$ cat config.mk
export PLATFORM = sky130hd
export DESIGN_NAME = id_ex_hazard_stage
export DESIGN_NICKNAME = d
export VERILOG_FILES = /design/src/rtl/id_ex_hazard_stage.sv
export SDC_FILE = /design/constraint.sdc
export NUM_CORES = 1
export LEC_CHECK = 0
export ABC_AREA = 1
export CORE_AREA = 5 5 153 155
export CTS_CLUSTER_DIAMETER = 100
export CTS_CLUSTER_SIZE = 12
export DETAILED_ROUTE_END_ITERATION = 10
export DIE_AREA = 0 0 158 160
export GPL_TIMING_DRIVEN = 0
export PLACE_DENSITY = 0.78
export SKIP_CTS_REPAIR_TIMING = 1
export SYNTH_ARGS = -nofsm -noshare
export SYNTH_HDL_FRONTEND = slang
export SYNTH_SLANG_ARGS = --single-unit
$ cat constraint.sdc
create_clock -name clk -period 4.4 [get_ports clk]
set_input_delay 0.44 -clock clk [delete_from_list [all_inputs] [get_ports clk]]
set_output_delay 0.44 -clock clk [all_outputs]
set_load 0.01 [all_outputs]
$ cat src/rtl/id_ex_hazard_stage.sv
// -----------------------------------------------------------------------------
// id_ex_hazard_stage
//
// ID/EX pipeline register with built-in load-use hazard detection. It sits
// directly upstream of the EX forwarding unit.
//
// What it does:
//   - Registers the decoded operands and control of the instruction in ID into EX.
//   - Detects when the load now in EX writes a register that the instruction in
//     ID reads. When that happens it holds PC and IF/ID, and it feeds
//     LOAD_USE_BUBBLES all-zero bubbles into EX.
//   - Squashes the instruction in ID when a taken branch in EX asserts EX_Flush.
//
// Parameters:
//   REG_ADDR_W        width of the register-number fields
//   DATA_W            width of the operand and immediate data
//   LOAD_USE_BUBBLES  bubbles inserted per load-use hazard (1..3)
//
// Ports:
//   clk, rst_n                    clock; synchronous active-low reset
//   EX_Flush                      branch taken in EX, squash ID
//   IF_ID_Reg_Rs / IF_ID_Reg_Rt   source registers of the instruction in ID
//   ID_Reg_Rd                     destination register (RegDst already applied)
//   ID_RegWrite, ID_MemRead       decoded write enable and load flag
//   ID_Ctrl                       {MemWrite, MemtoReg, ALUSrc, ALUOp[2:0]}
//   ID_Read_Data1/2, ID_Imm       operand data and sign-extended immediate
//   ID_EX_*                       registered copies of the above, seen by EX
//   PC_Write, IF_ID_Write         1 = the upstream stage may advance
//   Hazard_Stall                  1 = a stall is in effect this cycle
// -----------------------------------------------------------------------------
module id_ex_hazard_stage #(
  parameter int REG_ADDR_W       = 32,
  parameter int DATA_W           = 32,
  parameter int LOAD_USE_BUBBLES = 1
) (
  input  logic                  clk,
  input  logic                  rst_n,
  input  logic                  EX_Flush,
  input  logic [REG_ADDR_W-1:0] IF_ID_Reg_Rs,
  input  logic [REG_ADDR_W-1:0] IF_ID_Reg_Rt,
  input  logic [REG_ADDR_W-1:0] ID_Reg_Rd,
  input  logic                  ID_RegWrite,
  input  logic                  ID_MemRead,
  input  logic [5:0]            ID_Ctrl,
  input  logic [DATA_W-1:0]     ID_Read_Data1,
  input  logic [DATA_W-1:0]     ID_Read_Data2,
  input  logic [DATA_W-1:0]     ID_Imm,
  output logic [REG_ADDR_W-1:0] ID_EX_Reg_Rs,
  output logic [REG_ADDR_W-1:0] ID_EX_Reg_Rt,
  output logic [REG_ADDR_W-1:0] ID_EX_Reg_Rd,
  output logic                  ID_EX_RegWrite,
  output logic                  ID_EX_MemRead,
  output logic [5:0]            ID_EX_Ctrl,
  output logic [DATA_W-1:0]     ID_EX_Read_Data1,
  output logic [DATA_W-1:0]     ID_EX_Read_Data2,
  output logic [DATA_W-1:0]     ID_EX_Imm,
  output logic                  PC_Write,
  output logic                  IF_ID_Write,
  output logic                  Hazard_Stall
);

  typedef enum logic [0:0] {
    ST_RUN   = 1'b0,
    ST_STALL = 1'b1
  } state_t;

  // The counter is 2 bits wide because LOAD_USE_BUBBLES is limited to 1..3.
  // It holds the number of bubbles still owed after the first one.
  localparam logic [1:0] EXTRA_BUBBLES = 2'(LOAD_USE_BUBBLES - 1);

  state_t          state_r;
  logic [1:0]      count_r;
  logic            hazard_s;
  logic            stall_s;
  logic            capture_s;

  // Load-use detection. It is only evaluated in RUN.
  // Register 0 is hard-wired and never causes a hazard.
  always_comb begin
    hazard_s = 1'b0;
    if ((state_r == ST_RUN) && ID_EX_MemRead &&
        (ID_EX_Reg_Rt != {REG_ADDR_W{1'b0}}) &&
        ((ID_EX_Reg_Rt == IF_ID_Reg_Rs) || (ID_EX_Reg_Rt == IF_ID_Reg_Rt))) begin
      hazard_s = 1'b1;
    end else begin
      hazard_s = 1'b0;
    end
  end

  // Stall / capture decision. A flush always wins over a stall, because the
  // instruction being held in ID is discarded anyway.
  always_comb begin
    stall_s   = 1'b0;
    capture_s = 1'b0;
    if (EX_Flush) begin
      stall_s   = 1'b0;
      capture_s = 1'b0;
    end else if (hazard_s || (state_r == ST_STALL)) begin
      stall_s   = 1'b1;
      capture_s = 1'b0;
    end else begin
      stall_s   = 1'b0;
      capture_s = 1'b1;
    end
  end

  // Upstream handshake. While reset is held, the front end is free to run.
  always_comb begin
    PC_Write     = 1'b1;
    IF_ID_Write  = 1'b1;
    Hazard_Stall = 1'b0;
    if (!rst_n) begin
      PC_Write     = 1'b1;
      IF_ID_Write  = 1'b1;
      Hazard_Stall = 1'b0;
    end else begin
      PC_Write     = !stall_s;
      IF_ID_Write  = !stall_s;
      Hazard_Stall = stall_s;
    end
  end

  // Stall sequencer. A flush or a reset returns it to RUN at once.
  // With a single bubble it never leaves RUN, because the bubble clears
  // ID_EX_MemRead and so the hazard cannot re-trigger.
  always_ff @(posedge clk) begin
    if (!rst_n) begin
      state_r <= ST_RUN;
      count_r <= 2'd0;
    end else if (EX_Flush) begin
      state_r <= ST_RUN;
      count_r <= 2'd0;
    end else begin
      case (state_r)
        ST_RUN: begin
          if (hazard_s && (LOAD_USE_BUBBLES > 1)) begin
            state_r <= ST_STALL;
            count_r <= EXTRA_BUBBLES;
          end else begin
            state_r <= ST_RUN;
            count_r <= 2'd0;
          end
        end
        ST_STALL: begin
          count_r <= count_r - 2'd1;
          if (count_r == 2'd1) begin
            state_r <= ST_RUN;
          end else begin
            state_r <= ST_STALL;
          end
        end
        default: begin
          state_r <= ST_RUN;
          count_r <= 2'd0;
        end
      endcase
    end
  end

  // ID/EX pipeline register. A bubble zeroes every field.
  // The zero Rd and the cleared RegWrite keep the forwarding unit inert.
  always_ff @(posedge clk) begin
    if (!rst_n || !capture_s) begin
      ID_EX_Reg_Rs     <= {REG_ADDR_W{1'b0}};
      ID_EX_Reg_Rt     <= {REG_ADDR_W{1'b0}};
      ID_EX_Reg_Rd     <= {REG_ADDR_W{1'b0}};
      ID_EX_RegWrite   <= 1'b0;
      ID_EX_MemRead    <= 1'b0;
      ID_EX_Ctrl       <= 6'd0;
      ID_EX_Read_Data1 <= {DATA_W{1'b0}};
      ID_EX_Read_Data2 <= {DATA_W{1'b0}};
      ID_EX_Imm        <= {DATA_W{1'b0}};
    end else begin
      ID_EX_Reg_Rs     <= IF_ID_Reg_Rs;
      ID_EX_Reg_Rt     <= IF_ID_Reg_Rt;
      ID_EX_Reg_Rd     <= ID_Reg_Rd;
      ID_EX_RegWrite   <= ID_RegWrite;
      ID_EX_MemRead    <= ID_MemRead;
      ID_EX_Ctrl       <= ID_Ctrl;
      ID_EX_Read_Data1 <= ID_Read_Data1;
      ID_EX_Read_Data2 <= ID_Read_Data2;
      ID_EX_Imm        <= ID_Imm;
    end
  end

endmodule

# Word level (Yosys, flattened, before mapping)
# Cells that the tools add are included.
[totals]
ff_bits = 203
output_inout_bits = 203
[op_classes]
add_sub_neg = 1
reduce_logical = 11
n_mux = 10
bitwise_logic = 2
n_eq_ne = 3
[ops]
columns = ["operator", "n"]
rows = [
  ["== test 32 bit", 2],
  ["nonzero test 32 bit", 1],
  ["2-to-1 mux 1 bit", 8],
  ["one-hot mux 2 bit (2 select lines)", 1],
  ["logical AND 1 bit", 3],
  ["logical NOT 1 bit", 3],
  ["logical OR 1 bit", 3],
  ["== test 2 x 1 -> 1 bit (second input constant)", 1],
  ["inverter 1 bit", 2],
  ["one-hot mux 1 bit (2 select lines)", 1],
  ["OR reduction 2 bit", 1],
  ["subtractor 2 x 1 -> 2 bit (second input constant)", 1],
]

# Longest topological paths before layout
[logic_depth]
word_depth = 10
depth_mapped = 14
mapped_depth_nobuf = 13

# Worst setup path before layout
# Ideal clock, no wire load.
[synth_path]
path_type = "in2out"
startpoint = "in IF_ID_Reg_Rt[19]"
endpoint = "out PC_Write"
required_ns = 3.960
slack_ns = 2.549
arrival_ns = 1.411
stages = 13
path_buffers = 1
cell_sequence = "inv_1 > nand2_1 > nand2_1 > nand2_1 > nor2_1 > nand2_1 > nor2_1 > nand2_1 > nand2_1 > nand2_2 > nand2_1 > nand2_1 > buf_4"
[synth_between]
elab_chain_cells = 9
[synth_rtl]
columns = ["item", "line", "rtl"]
rows = [
  ["start, declared", "40", "input logic [REG_ADDR_W-1:0] IF_ID_Reg_Rt,"],
  ["== test 32 bit", "83", "((ID_EX_Reg_Rt == IF_ID_Reg_Rs) || (ID_EX_Reg_Rt == IF_ID_Reg_Rt))) begin"],
  ["logical OR 1 bit", "83", ""],
  ["logical AND 1 bit", "82", "(ID_EX_Reg_Rt != {REG_ADDR_W{1'b0}}) &&"],
  ["2-to-1 mux 1 bit", "81", "if ((state_r == ST_RUN) && ID_EX_MemRead &&"],
  ["logical OR 1 bit", "98", "end else if (hazard_s || (state_r == ST_STALL)) begin"],
  ["2-to-1 mux 1 bit", "98", ""],
  ["2-to-1 mux 1 bit", "95", "if (EX_Flush) begin"],
  ["logical NOT 1 bit", "n/a", ""],
  ["2-to-1 mux 1 bit", "n/a", ""],
  ["end, declared", "57", "output logic PC_Write,"],
]
# No other way between the ends.

# Worst setup path in the final report
[layout_path]
startpoint = "reg ID_EX_Reg_Rt[12]"
endpoint = "out PC_Write"
[layout_between]
elab_chain_cells = 9
[layout_rtl]
columns = ["item", "line", "rtl"]
rows = [
  ["start, declared", "49", "output logic [REG_ADDR_W-1:0] ID_EX_Reg_Rt,"],
  ["start signal, assigned", "165", "ID_EX_Reg_Rt <= {REG_ADDR_W{1'b0}};"],
  ["start signal, assigned", "175", "ID_EX_Reg_Rt <= IF_ID_Reg_Rt;"],
  ["== test 32 bit or nonzero test 32 bit (tied branches)", "83, 82", ""],
  ["logical OR 1 bit or logical AND 1 bit (tied branches)", "83, 81", ""],
  ["logical AND 1 bit (*)", "82", ""],
  ["2-to-1 mux 1 bit (*)", "81", ""],
  ["logical OR 1 bit (*)", "98", ""],
  ["2-to-1 mux 1 bit (*)", "98", ""],
  ["2-to-1 mux 1 bit (*)", "95", ""],
  ["logical NOT 1 bit (*)", "117", "PC_Write = !stall_s;"],
  ["2-to-1 mux 1 bit (*)", "112", "if (!rst_n) begin"],
]
# Mark *: on every way between the ends. The rest lies on a longest branch, timed or not.

==> flow_metrics.tcl <==
set metrics [dict create \
    drc 0 \
    cp_max_fo 4 \
    drive_above_1_share 0.209 \
    wl_per_cell_um 15.8 \
    worst_slew_pin_slew_ns 0.678 \
    post-route-min-period_ns 3.44 \
    cap_violations 0 \
    numClockSinks 203 \
    clk_path_buf_depth 3 \
    ir_drop_mv 0.264 \
    relSlewSlack 0.544 \
    drt_wl_total_um 24400 \
    dieArea_sq_mm 0.0253 \
    synth_fp_nets 1043 \
    finalWorstSetupSlack_ns 0.963 \
    ys_ff_latch 203 \
    grt_use_total 0.183 \
    core_area_sq_mm 0.0217 \
    grt_pass1_vias 6257 \
    drt-pass1-iter-count 4 \
    io_buffers 405 \
    synth_top_cells_by_area "dfxtp_1, nor2_4, inv_1, buf_12, xnor2_1" \
    synth_most_common_cell "inv_1" \
    grt_overflow 0 \
    area_growth_pct 57.4 \
    synthFlopType "dfxtp_1" \
    avgSynthCellArea_sq_um 10.2 \
    synthArstFlopShare 0 \
    synth.largest_area_cell "dfxtp_1" \
    powerDensity_mw_per_mm2 309 \
    critical_path_arrival_ns 3.00 \
    cp.required_ns 3.96 \
    final_net_count 1470 \
    clockRootBuffer "clkbuf_16" \
    synth.distinct_cells 17 \
    setup_viol 0 \
    post-dp-hpwl_um 20100 \
    hold_path_class "flip-flop to flip-flop" \
    postRouteAntennaNets 0 \
    status "finished, final reports clean" \
    yosysTopAreaCellShare 0.474 \
    ys_seq_area_frac 0.474 \
    die_h_um 160 \
    rsz0062_at_grt "false" \
    critical_path_class "flip-flop to output pin" \
    numCtsBuffers 20 \
    power.leakage_nw 5.64 \
    post_synth_most_frequent_cells "inv_1, dfxtp_1, nor2_4" \
    ys_warn_count 0 \
    crit_path_start_kind "flip-flop" \
    final_hold_viol_count 0 \
    vias_per_cell 4.04 \
    std_cell_rows 54 \
    finClkSkew_ns 0.0224 \
    fin_crit_sh 0.781 \
    synth_area_sq_mm 0.00858 \
    die_x_um 158 \
    gp_congestion 0.814 \
    vias 6253 \
    finalMaxSlewViolations 0 \
    grt_pass1_wl_um 35800 \
    clkLatencyLatePin_ns 0.50 \
    antenna_found_initial 2 \
    setup_tns_ns 0 \
    critPathCaptureType "output pin" \
    fin_util 0.623 \
    fin_area_sq_mm 0.0135 \
    io_pins 406 \
    grt_max_degree 13 \
    placed_cell_area_sq_mm 0.0130 \
    initial_core_util 0.396 \
    post-place-ws_ns 1.06 \
    clkSlewWorstSetupHoldPaths_ns 0.06 \
    htreeDepth 1 \
    synth_edf_count 0 \
    postSynthCellCount 839 \
    drt_iter0_markers 177 \
    cts_tree "done" \
    fmax_mhz 291 \
]
-- layout make-up --
class                           count  area (sq um)
Fill cell                        1708          8180
Tap cell                          280           350
Multi-Input combinational cell    391          3240
Antenna cell                        2          5.00
Buffer                             23           448
Inverter                          222           833
Clock buffer                       21           504
Sequential cell                   203          4060
Timing Repair Buffer              405          4050
Clock inverter                      1          16.3
-- flip-flops by register name, summed over array words and instances (netlist names) --
signal            count
ID_EX_MemRead         1
ID_EX_Reg_Rd         32
ID_EX_Reg_Rt         32
ID_EX_Read_Data1     32
count_r               2
ID_EX_Read_Data2     32
ID_EX_Reg_Rs         32
state_r               1
ID_EX_Ctrl            6
ID_EX_Imm            32
ID_EX_RegWrite        1
-- layer usage --
metal / routed length, um / track usage / vias up
met4: 648 / 0.0585 / 0
met3: 2390 / 0.0536 / 42
li1: - / - / 3176
met1: 8500 / 0.194 / 2791
met5: 0 / 0 / -
met2: 12900 / 0.343 / 244
-- worst paths after layout --
path	start	end	slack, ns	depth (start not counted)
worst max-delay path	ID_EX_Reg_Rt[12]	PC_Write	0.96	9
worst min-delay path	count_r[0]	count_r[0]	0.43	1
worst max register to register	ID_EX_Reg_Rt[12]	ID_EX_Read_Data2[6]	2.22	9
worst min register to register	count_r[0]	count_r[0]	0.43	1
-- layout by cell type (no fill, tap or decap) --
| master | synthesis | final |
|---|---|---|
| buf_12 | 22 | 22 |
| buf_4 | 1 | 1 |
| clkbuf_1 | 0 | 1 |
| clkbuf_16 | 0 | 20 |
| clkdlybuf4s50_1 | 0 | 405 |
| clkinv_8 | 0 | 1 |
| dfxtp_1 | 203 | 203 |
| diode_2 | 0 | 2 |
| ha_1 | 1 | 1 |
| inv_1 | 205 | 205 |
| inv_2 | 17 | 17 |
| nand2_1 | 98 | 98 |
| nand2_2 | 1 | 1 |
| nand3_1 | 5 | 5 |
| nand3_4 | 1 | 1 |
| nand4_1 | 5 | 5 |
| nor2_1 | 33 | 33 |
| nor2_2 | 1 | 1 |
| nor2_4 | 200 | 200 |
| nor3_1 | 1 | 1 |
| nor4_1 | 2 | 2 |
| xnor2_1 | 43 | 43 |
-- logic make-up after synthesis --
group / count (synthesis) / synth area share
xor gates and xnor gates: 43 / 0.0439
adders and majority gates: 1 / 0.00146
buffers and inverters: 245 / 0.149
DFF: 203 / 0.474
and+or+nand+nor: 347 / 0.332
-- report_power, final --
| part | switching (mW) | total, mW | internal (mW) |
|---|---|---|---|
| sequential | 0.0337 | 1.95 | 1.91 |
| combinational | 0.333 | 0.749 | 0.416 |
| clock | 0.673 | 1.48 | 0.809 |
| total | 1.04 | 4.18 | 3.14 |
-- critical path, stage by stage (launching register included) --
cell             delay [ns]
dfxtp_1                0.35
nor4_1                 0.63
nand3_1                0.23
nor2_1                 0.14
nor2_1                 0.06
nand2_2                0.11
nand2_1                0.06
nand2_1                0.23
buf_4                  0.16
clkdlybuf4s50_1        0.53
-- stage by stage --
stage / hold WS (ns) / power [mW] / std cells
6_report: 0.431 / 4.18 / 1548
5_1_grt: 0.443 / 4.36 / 1548
4_1_cts: 0.436 / 4.25 / 1546
3_5_place_dp: 0.427 / 2.74 / 1524
3_3_place_gp: 0.406 / 2.73 / 1524
2_1_floorplan: 0.399 / 2.35 / 839
Note: power is estimated with default switching activity, not from simulation.
